<file path="src/rtl/booth_multiplier.sv">
// Signed 32x32 multiplier using radix-2 Booth recoding, one step per clock.
// The result is the low 32 bits of the product, plus a flag for signed overflow.
module booth_multiplier (
  input  logic        clock,
  input  logic        reset,
  input  logic        ctrl_MULT,
  input  logic [31:0] data_operandA,
  input  logic [31:0] data_operandB,
  output logic [31:0] data_result,
  output logic        data_exception,
  output logic        data_resultRDY,
  output logic        busy
);

  typedef enum logic [1:0] {IDLE, RUN, DONE} state_t;

  state_t      state_q, state_d;
  logic [32:0] acc_q, acc_d, m_q, m_d, sum;
  logic [31:0] q_q, q_d, res_q, res_d;
  logic        qm1_q, qm1_d, exc_q, exc_d;
  logic [5:0]  cnt_q, cnt_d;

  // The adder is 33 bits wide so that M = -2^31 can be negated exactly.
  always_comb begin
    sum = acc_q;
    case ({q_q[0], qm1_q})
      2'b01:   sum = acc_q + m_q;
      2'b10:   sum = acc_q - m_q;
      default: sum = acc_q;
    endcase
  end

  always_comb begin
    state_d = state_q;
    acc_d   = acc_q;
    q_d     = q_q;
    qm1_d   = qm1_q;
    m_d     = m_q;
    cnt_d   = cnt_q;
    res_d   = res_q;
    exc_d   = exc_q;
    if (ctrl_MULT) begin
      // A start strobe restarts the operation from any state, including mid-run.
      state_d = RUN;
      acc_d   = '0;
      q_d     = data_operandB;
      qm1_d   = 1'b0;
      m_d     = {data_operandA[31], data_operandA};
      cnt_d   = '0;
    end else begin
      case (state_q)
        RUN: begin
          acc_d = {sum[32], sum[32:1]};
          q_d   = {sum[0], q_q[31:1]};
          qm1_d = q_q[0];
          cnt_d = cnt_q + 6'd1;
          if (cnt_q == 6'd31) begin
            state_d = DONE;
            res_d   = q_d;
            exc_d   = (acc_d[31:0] != {32{q_d[31]}});
          end
        end
        DONE:    state_d = IDLE;
        default: state_d = state_q;
      endcase
    end
  end

  always_ff @(posedge clock or negedge reset) begin
    if (!reset) begin
      state_q <= IDLE;
      acc_q   <= '0;
      q_q     <= '0;
      qm1_q   <= 1'b0;
      m_q     <= '0;
      cnt_q   <= '0;
      res_q   <= '0;
      exc_q   <= 1'b0;
    end else begin
      state_q <= state_d;
      acc_q   <= acc_d;
      q_q     <= q_d;
      qm1_q   <= qm1_d;
      m_q     <= m_d;
      cnt_q   <= cnt_d;
      res_q   <= res_d;
      exc_q   <= exc_d;
    end
  end

  assign data_result    = res_q;
  assign data_exception = exc_q;
  assign data_resultRDY = (state_q == DONE);
  assign busy           = (state_q == RUN);

endmodule

</file>
<file path="config.mk">
export PLATFORM = sky130hd
export DESIGN_NAME = booth_multiplier
export DESIGN_NICKNAME = d
export VERILOG_FILES = /design/src/rtl/booth_multiplier.sv
export SDC_FILE = /design/constraint.sdc
export NUM_CORES = 1
export LEC_CHECK = 0
export CORE_MARGIN = 10
export CORE_UTILIZATION = 35
export CTS_CLUSTER_DIAMETER = 50
export CTS_CLUSTER_SIZE = 24
export DETAILED_ROUTE_END_ITERATION = 6
export DONT_BUFFER_PORTS = 1
export MAX_ROUTING_LAYER = met4
export PLACE_DENSITY = 0.47
export SLEW_MARGIN = 20
export SYNTH_ARGS = -nofsm -noshare
export SYNTH_HDL_FRONTEND = slang
export SYNTH_SLANG_ARGS = --single-unit
</file>
<file path="constraint.sdc">
create_clock -name clock -period 6.8 [get_ports clock]
set_input_delay 0.34 -clock clock [delete_from_list [all_inputs] [get_ports clock]]
set_output_delay 0.34 -clock clock [all_outputs]
set_load 0.03 [all_outputs]
</file>
Yosys cells after proc, flatten, opt, wreduce, memory -nomap -nowiden
Index checks and enable logic that the tools add are counted.
- bits in latches: 0
- ROM bits: 0
- register bits: 139
- memories: 0
- RAM bits: 0
- input port bits: 67
- $add $sub $neg: 3
- magnitude comparators: 0
- multiply operators: 0
- multiplexer cells: 12
- shift-type cells: 0
- div/mod/pow operators: 0
- bitwise gates (word level): 1
- reductions and logical operators: 4
- eq/ne operators: 7
- operators by type and width (kind ; count):
    33-bit 2-to-1 mux ; 2
    33-bit case mux with 2 select lines ; 1
    32-bit 2-to-1 mux ; 2
    33-bit adder ; 1
    33-bit subtractor ; 1
    32-bit != test ; 1
    6-bit 2-to-1 mux ; 2
    6-bit by 1-bit adder with 6-bit output (second input constant) ; 1
    6-bit by 5-bit equality test with 1-bit output (second input constant) ; 1
    2-bit by 1-bit equality test with 1-bit output (second input constant) ; 2
    2-bit equality test (second input constant) ; 2
    2-bit 2-to-1 mux ; 2
    2-bit case mux with 2 select lines ; 1
    3-bit by 2-bit != test with 1-bit output (second input constant) ; 1
    3-bit AND reduction ; 1
    3-bit nonzero test ; 1
    1-bit 2-to-1 mux ; 2
    2-bit AND reduction ; 1
    2-bit nonzero test ; 1
    1-bit NOT ; 1

Longest topological paths before layout
- depth in word-level cells: 4
- mapped depth: 20
- mapped depth without buffers: 19

Worst setup path after synthesis
OpenSTA, ideal clock, no wires.
- kind: flip-flop to flip-flop
- start point: register m_q[3]
- end point: register exc_q, in the netlist data_exception
- stages on the path, launching flop included: 21
- slack: 1.918 ns
- data required time: 6.665 ns
- library setup time: 0.135 ns
- arrival time: 4.747 ns
- cell sequence: dfrtp_1 or4_1 nor4_1 nor2b_1 nand2_1 or3_1 nor3_1 a21oi_1 xnor2_1 ha_1 clkbuf_1 o21ai_0 o21bai_1 a211oi_1 o21ai_0 a211oi_1 xnor3_1 nor2b_1 a221oi_1 a2111oi_1 a31oi_1
- longest elaborated chain between the ends: 3
- elaborated cells between the ends (all ways): 4
- those cells by class: add/sub: 2; eq/ne: 1; mux: 1
- ends and longest elaborated chain (what ; line ; text):
    start, declared ; 18 ; logic [32:0] acc_q, acc_d, m_q, m_d, sum;
    start signal, assigned ; 84 ; m_q <= m_d;
    33-bit subtractor or 33-bit adder (tied branches) ; 28, 27 ;
    33-bit case mux with 2 select lines * ; 26 ; case ({q_q[0], qm1_q})
    32-bit != test * ; 60 ; exc_d = (acc_d[31:0] != {32{q_d[31]}});
    end signal, assigned ; 78 ; exc_q <= 1'b0;
    end signal, assigned ; 87 ; exc_q <= exc_d;
    end, declared ; 20 ; logic qm1_q, qm1_d, exc_q, exc_d;
Mark *: on every way between the ends. The rest lies on a longest branch, timed or not.
A chain may end at the register's enable or synchronous reset.

Worst setup path in the final report
Ends and elaborated chain as after synthesis.

==> implementation parameters <==
Parameter                              Value

Run status
  Status ... complete, no violations

Route
  Wire length after detailed routing ... 25,300 um
  Detailed-router iteration count before antenna repair ... 6
  Drc violations ... 0
  WL per Instance ... roughly 20 um
  Post-DR vias/cell ... around 5.5
  Vias ... about 7,000
  First DRT Iteration DRCs ... between 400 and 500
  Remaining antenna violation count after routing ... 0

Pwr
  Clock share of power ... 28.4%
  IR drop worst, VDD ... around 0.19 mV
  Power density relative to cell area ... ~360 nW/um^2
  Sw frac ... between 40 and 50%
  P_int ... between 2 and 2.5 mW
  Leakage power summed over all cells ... slightly above 4 nW
  Part of the power in combinational logic ... between 40% and 50%
  Sequential cell fraction of total power ... between 20% and 30%
  Net switching power ... roughly 1.4 mW

GRT
  Number of global-route vias before repair ... between 7,000 and 8,000
  Global route overflow ... 0
  Maximum number of pins on one net before global-route repair ... 139
  Number of antenna violations at the first check in global routing ... 4
  Wire length of the first global-routing pass ... a little over 40,000 um
  Overall track demand over capacity in global routing ... between 10% and 20%

Placement
  Routability Congestion ... 0.834
  Port Buffer Count ... 0
  Half-perimeter wire length after placement ... ~17,000 um
  Worst slack at placement ... just under 1 ns

Worst hold path
  Worst hold path class ... in2reg
  Hold Crit Depth ... 2
  Origin of the worst min-delay path ... data_operandB[8]
  End of the worst hold path ... q_q[8]$_DFFE_PN0P_

Setup path
  Reg-to-Reg End ... data_exception$_DFFE_PN0P_
  Category of the critical setup timing path ... reg2reg
  List of cells traversed by the critical path ... or4_1 > nor4_1 > nor2b_1 > nand2_1 > or3_1 > nor3_1 > nor2_1 > xnor2_1 > ha_1 > a211oi_1 > o21bai_1 > a211oi_1 > o21ai_0 > a211oi_1 > xnor3_1 > nor2b_1 > a221oi_1 > a2111oi_1 > a31oi_1
  Arrival time at the worst endpoint ... ~6.2 ns
  Launching element type of the critical path ... flop
  CP most frequent cell ... sky130_fd_sc_hd__a211oi_1
  WP data required ... around 7 ns
  Register-to-Register Path Depth ... 19
  R2R Setup Slk ... about 0.9 ns
  Crit path max-delay cell type ... sky130_fd_sc_hd__or4_1
  Highest fanout seen on the critical path ... 12
  Crit Reg-Reg Startpoint ... m_q[3]$_DFFE_PN0P_
  Nature of the critical path endpoint ... flop
  Delay of the slowest cell on the worst path ... roughly 0.60 ns

Clock network
  Post-cts hold buffer count ... 4
  Clock buffer count from CTS ... 17
  Clock sinks ... 138
  Clk Latency, worst-skew pair ... between 0.4 and 0.5 ns
  H-tree depth ... 4
  Largest buffer count on any clock path ... 2
  Clk slew on worst S/H paths ... approximately 0.070 ns
  Clock root buffer ... sky130_fd_sc_hd__clkbuf_16
  Cts repair resizes ... 0
  Post-CTS Setup Inserts ... 0
  Clock tree from TritonCTS ... done

STA
  Post-layout worst setup margin ... 0.927 ns
  Max-slew violations ... 0
  Time the final worst path needs with I/O delays and setup ... between 5 and 6 ns
  Sum of negative setup slack ... 0 ns
  Slew @ Worst Pin ... ~0.89 ns
  Highest clock rate ... between 150 and 200 MHz
  Ratio of final minimum period to clock period ... a little under nine tenths
  RSZ-0062 raised after global routing ... false
  Number of failing setup endpoints in the final timing report ... 0
  Final setup skew ... 0.0168 ns
  Worst max-slew margin expressed relative to the limit ... about 40%
  Number of hold violations in the final report ... 0

Floorplan
  DIE HEIGHT ... approximately 180 um
  Standard cell core area ... 25,000 um^2
  Starting density of the core ... 35.3%
  Ports ... ~100
  Die footprint ... approximately 32,000 um^2
  Row count ... 58
  Die X ... 179 um

Logic synthesis
  Register area share after synthesis ... 39.0%
  Number of distinct library cells after synthesis ... 72
  Number of register bits inferred by synthesis ... 138
  Synthesized instance count ... about 940
  Ys flop type ... sky130_fd_sc_hd__dfrtp_1
  Syn Area/Cell ... around 9.4 um^2
  Synth async-reset ratio ... 100%
  Post-synth EDFFs ... 0
  Net count of the mapped netlist ... ~1,000
  Ys Warns ... 0
  Combined area of all synthesized cells ... around 8800 um^2

Layout
  Fraction of final layout cells with drive strength greater than 1 ... roughly an eighth
  Synthesis-to-layout area growth ... 10.8%
  Nets ... a little over 1,000
  Number of fillers in the final layout ... approximately 2,500

Flow run
  Number of max-capacitance violations reported ... 0
[metrics by stage]
stage	util (%)	total power [mW]	instances	area, um^2	hold WS [ns]
after floorplan	-	2.16	941	8840	0.0444
after global placement	36.4	2.49	1224	9100	0.0509
after detailed placement	36.4	2.49	1224	9100	0.0494
after CTS	39.1	3.53	1260	9790	0.00896
after global routing	39.1	3.76	1264	9800	0.0157
final	39.1	3.51	1264	9800	0.0361
[routing by layer]
metal	wire length, um	global-route usage, %	share of wire [%]
met3	1780	5.41	7.0
met4	250	3.69	0.99
met5	0	-	0
met1	11700	21.4	46
met2	11600	24.9	46
[placed cells by master, fill, tap and decap left out, types with 27 or more instances in the layout]
master,netlist,routed
sky130_fd_sc_hd__mux2i_1,52,52
sky130_fd_sc_hd__o21ai_0,62,62
sky130_fd_sc_hd__xnor2_1,42,42
sky130_fd_sc_hd__nor3_1,30,29
sky130_fd_sc_hd__a21oi_1,55,55
sky130_fd_sc_hd__ha_1,35,35
sky130_fd_sc_hd__mux2_2,64,64
sky130_fd_sc_hd__dfrtp_1,138,138
sky130_fd_sc_hd__a211oi_1,27,27
sky130_fd_sc_hd__nand2_1,86,86
sky130_fd_sc_hd__nor2_1,82,82
[registers in the layout (all words and copies together), names as in the netlist]
register and cells:
acc_q 32, cnt_q 6, data_exception 1, data_result 32, m_q 32, q_q 32, qm1_q 1, state_q 2
[synthesized netlist by cell type, drive strengths merged, types with 4 or more instances]
| master | count | area share [%] |
|---|---|---|
| o31ai | 4 | 0.34 |
| or4 | 10 | 0.85 |
| ha | 35 | 5.0 |
| mux2 | 64 | 8.1 |
| a211oi | 29 | 2.6 |
| nand2 | 86 | 3.7 |
| nand2b | 8 | 0.57 |
| a211o | 4 | 0.40 |
| inv | 19 | 0.81 |
| buf | 12 | 0.64 |
| nor4 | 6 | 0.42 |
| or3 | 10 | 0.71 |
| clkbuf | 42 | 1.8 |
| xnor2 | 42 | 4.2 |
| nor2b | 6 | 0.42 |
| dfrtp | 138 | 39 |
| a21oi | 56 | 3.2 |
| nand3 | 20 | 1.2 |
| nor2 | 82 | 3.5 |
| a21o | 7 | 0.59 |
| o211ai | 17 | 1.6 |
| o21bai | 4 | 0.34 |
| xor2 | 13 | 1.3 |
| o21a | 6 | 0.51 |
| nor3 | 30 | 1.7 |
| nand4 | 20 | 1.5 |
| o21ai | 63 | 3.6 |
| a31oi | 6 | 0.42 |
| and3 | 4 | 0.28 |
| mux2i | 52 | 5.9 |
[logic make-up (layout without fill, tap and decap cells)]
| family | count (synthesis) | in the layout | synth area share, % |
|---|---|---|---|
| DFF | 138 | 138 | 39.0 |
| AOI/OAI and AO/OA | 224 | 224 | 16.6 |
| muxes | 116 | 116 | 14.0 |
| adders and majority gates | 36 | 36 | 5.18 |
| other | 0 | 4 | 0 |
| and+or+nand+nor | 298 | 298 | 16.2 |
| xor gates and xnor gates | 56 | 56 | 5.70 |
| buffers and inverters | 73 | 62 | 3.24 |
[power by group through the flow]
stage          sequential, mW  clock, mW  combinational [mW]
2_1_floorplan            1.02          0                1.14
3_3_place_gp             1.06          0                1.42
3_5_place_dp             1.06          0                1.42
4_1_cts                  1.05       1.02                1.46
5_1_grt                  1.07       1.05                1.64
6_report                 1.05      0.995                1.47
[critical path, delay by kind of cell (launching register included)]
kind / cells / cell delay, ns
AO/OA/AOI/OAI: 8 / 1.71
adder cells (fa/ha/maj): 1 / 0.45
AND/OR/NAND/NOR: 8 / 2.55
flip-flops: 1 / 0.43
XOR/XNOR: 2 / 0.59
[how the worst max path moves through the flow]
stage	start	endpoint	slack, ns	cells after the start
3_5_place_dp	m_q[3]$_DFFE_PN0P_	data_exception$_DFFE_PN0P_	0.98	19
6_report	m_q[3]$_DFFE_PN0P_	data_exception$_DFFE_PN0P_	0.93	19
5_1_grt	m_q[3]$_DFFE_PN0P_	data_exception$_DFFE_PN0P_	0.37	19
3_3_place_gp	m_q[3]$_DFFE_PN0P_	data_exception$_DFFE_PN0P_	1.07	19
2_1_floorplan	m_q[3]$_DFFE_PN0P_	data_exception$_DFFE_PN0P_	1.92	20
4_1_cts	m_q[3]$_DFFE_PN0P_	data_exception$_DFFE_PN0P_	0.92	19
[cell type report]
type | instances | area, um^2 | share of cell area (%)
clock buffers | 18 | 439 | 4.48
inverters | 19 | 71.3 | 0.728
multi-input cells | 730 | 5110 | 52.2
diodes | 4 | 10.0 | 0.102
flip-flops and latches | 138 | 3450 | 35.3
repair buffers | 11 | 120 | 1.23
clock inverters | 14 | 178 | 1.81
well taps | 330 | 413 | 4.22
(Power assumes the default switching activity.)
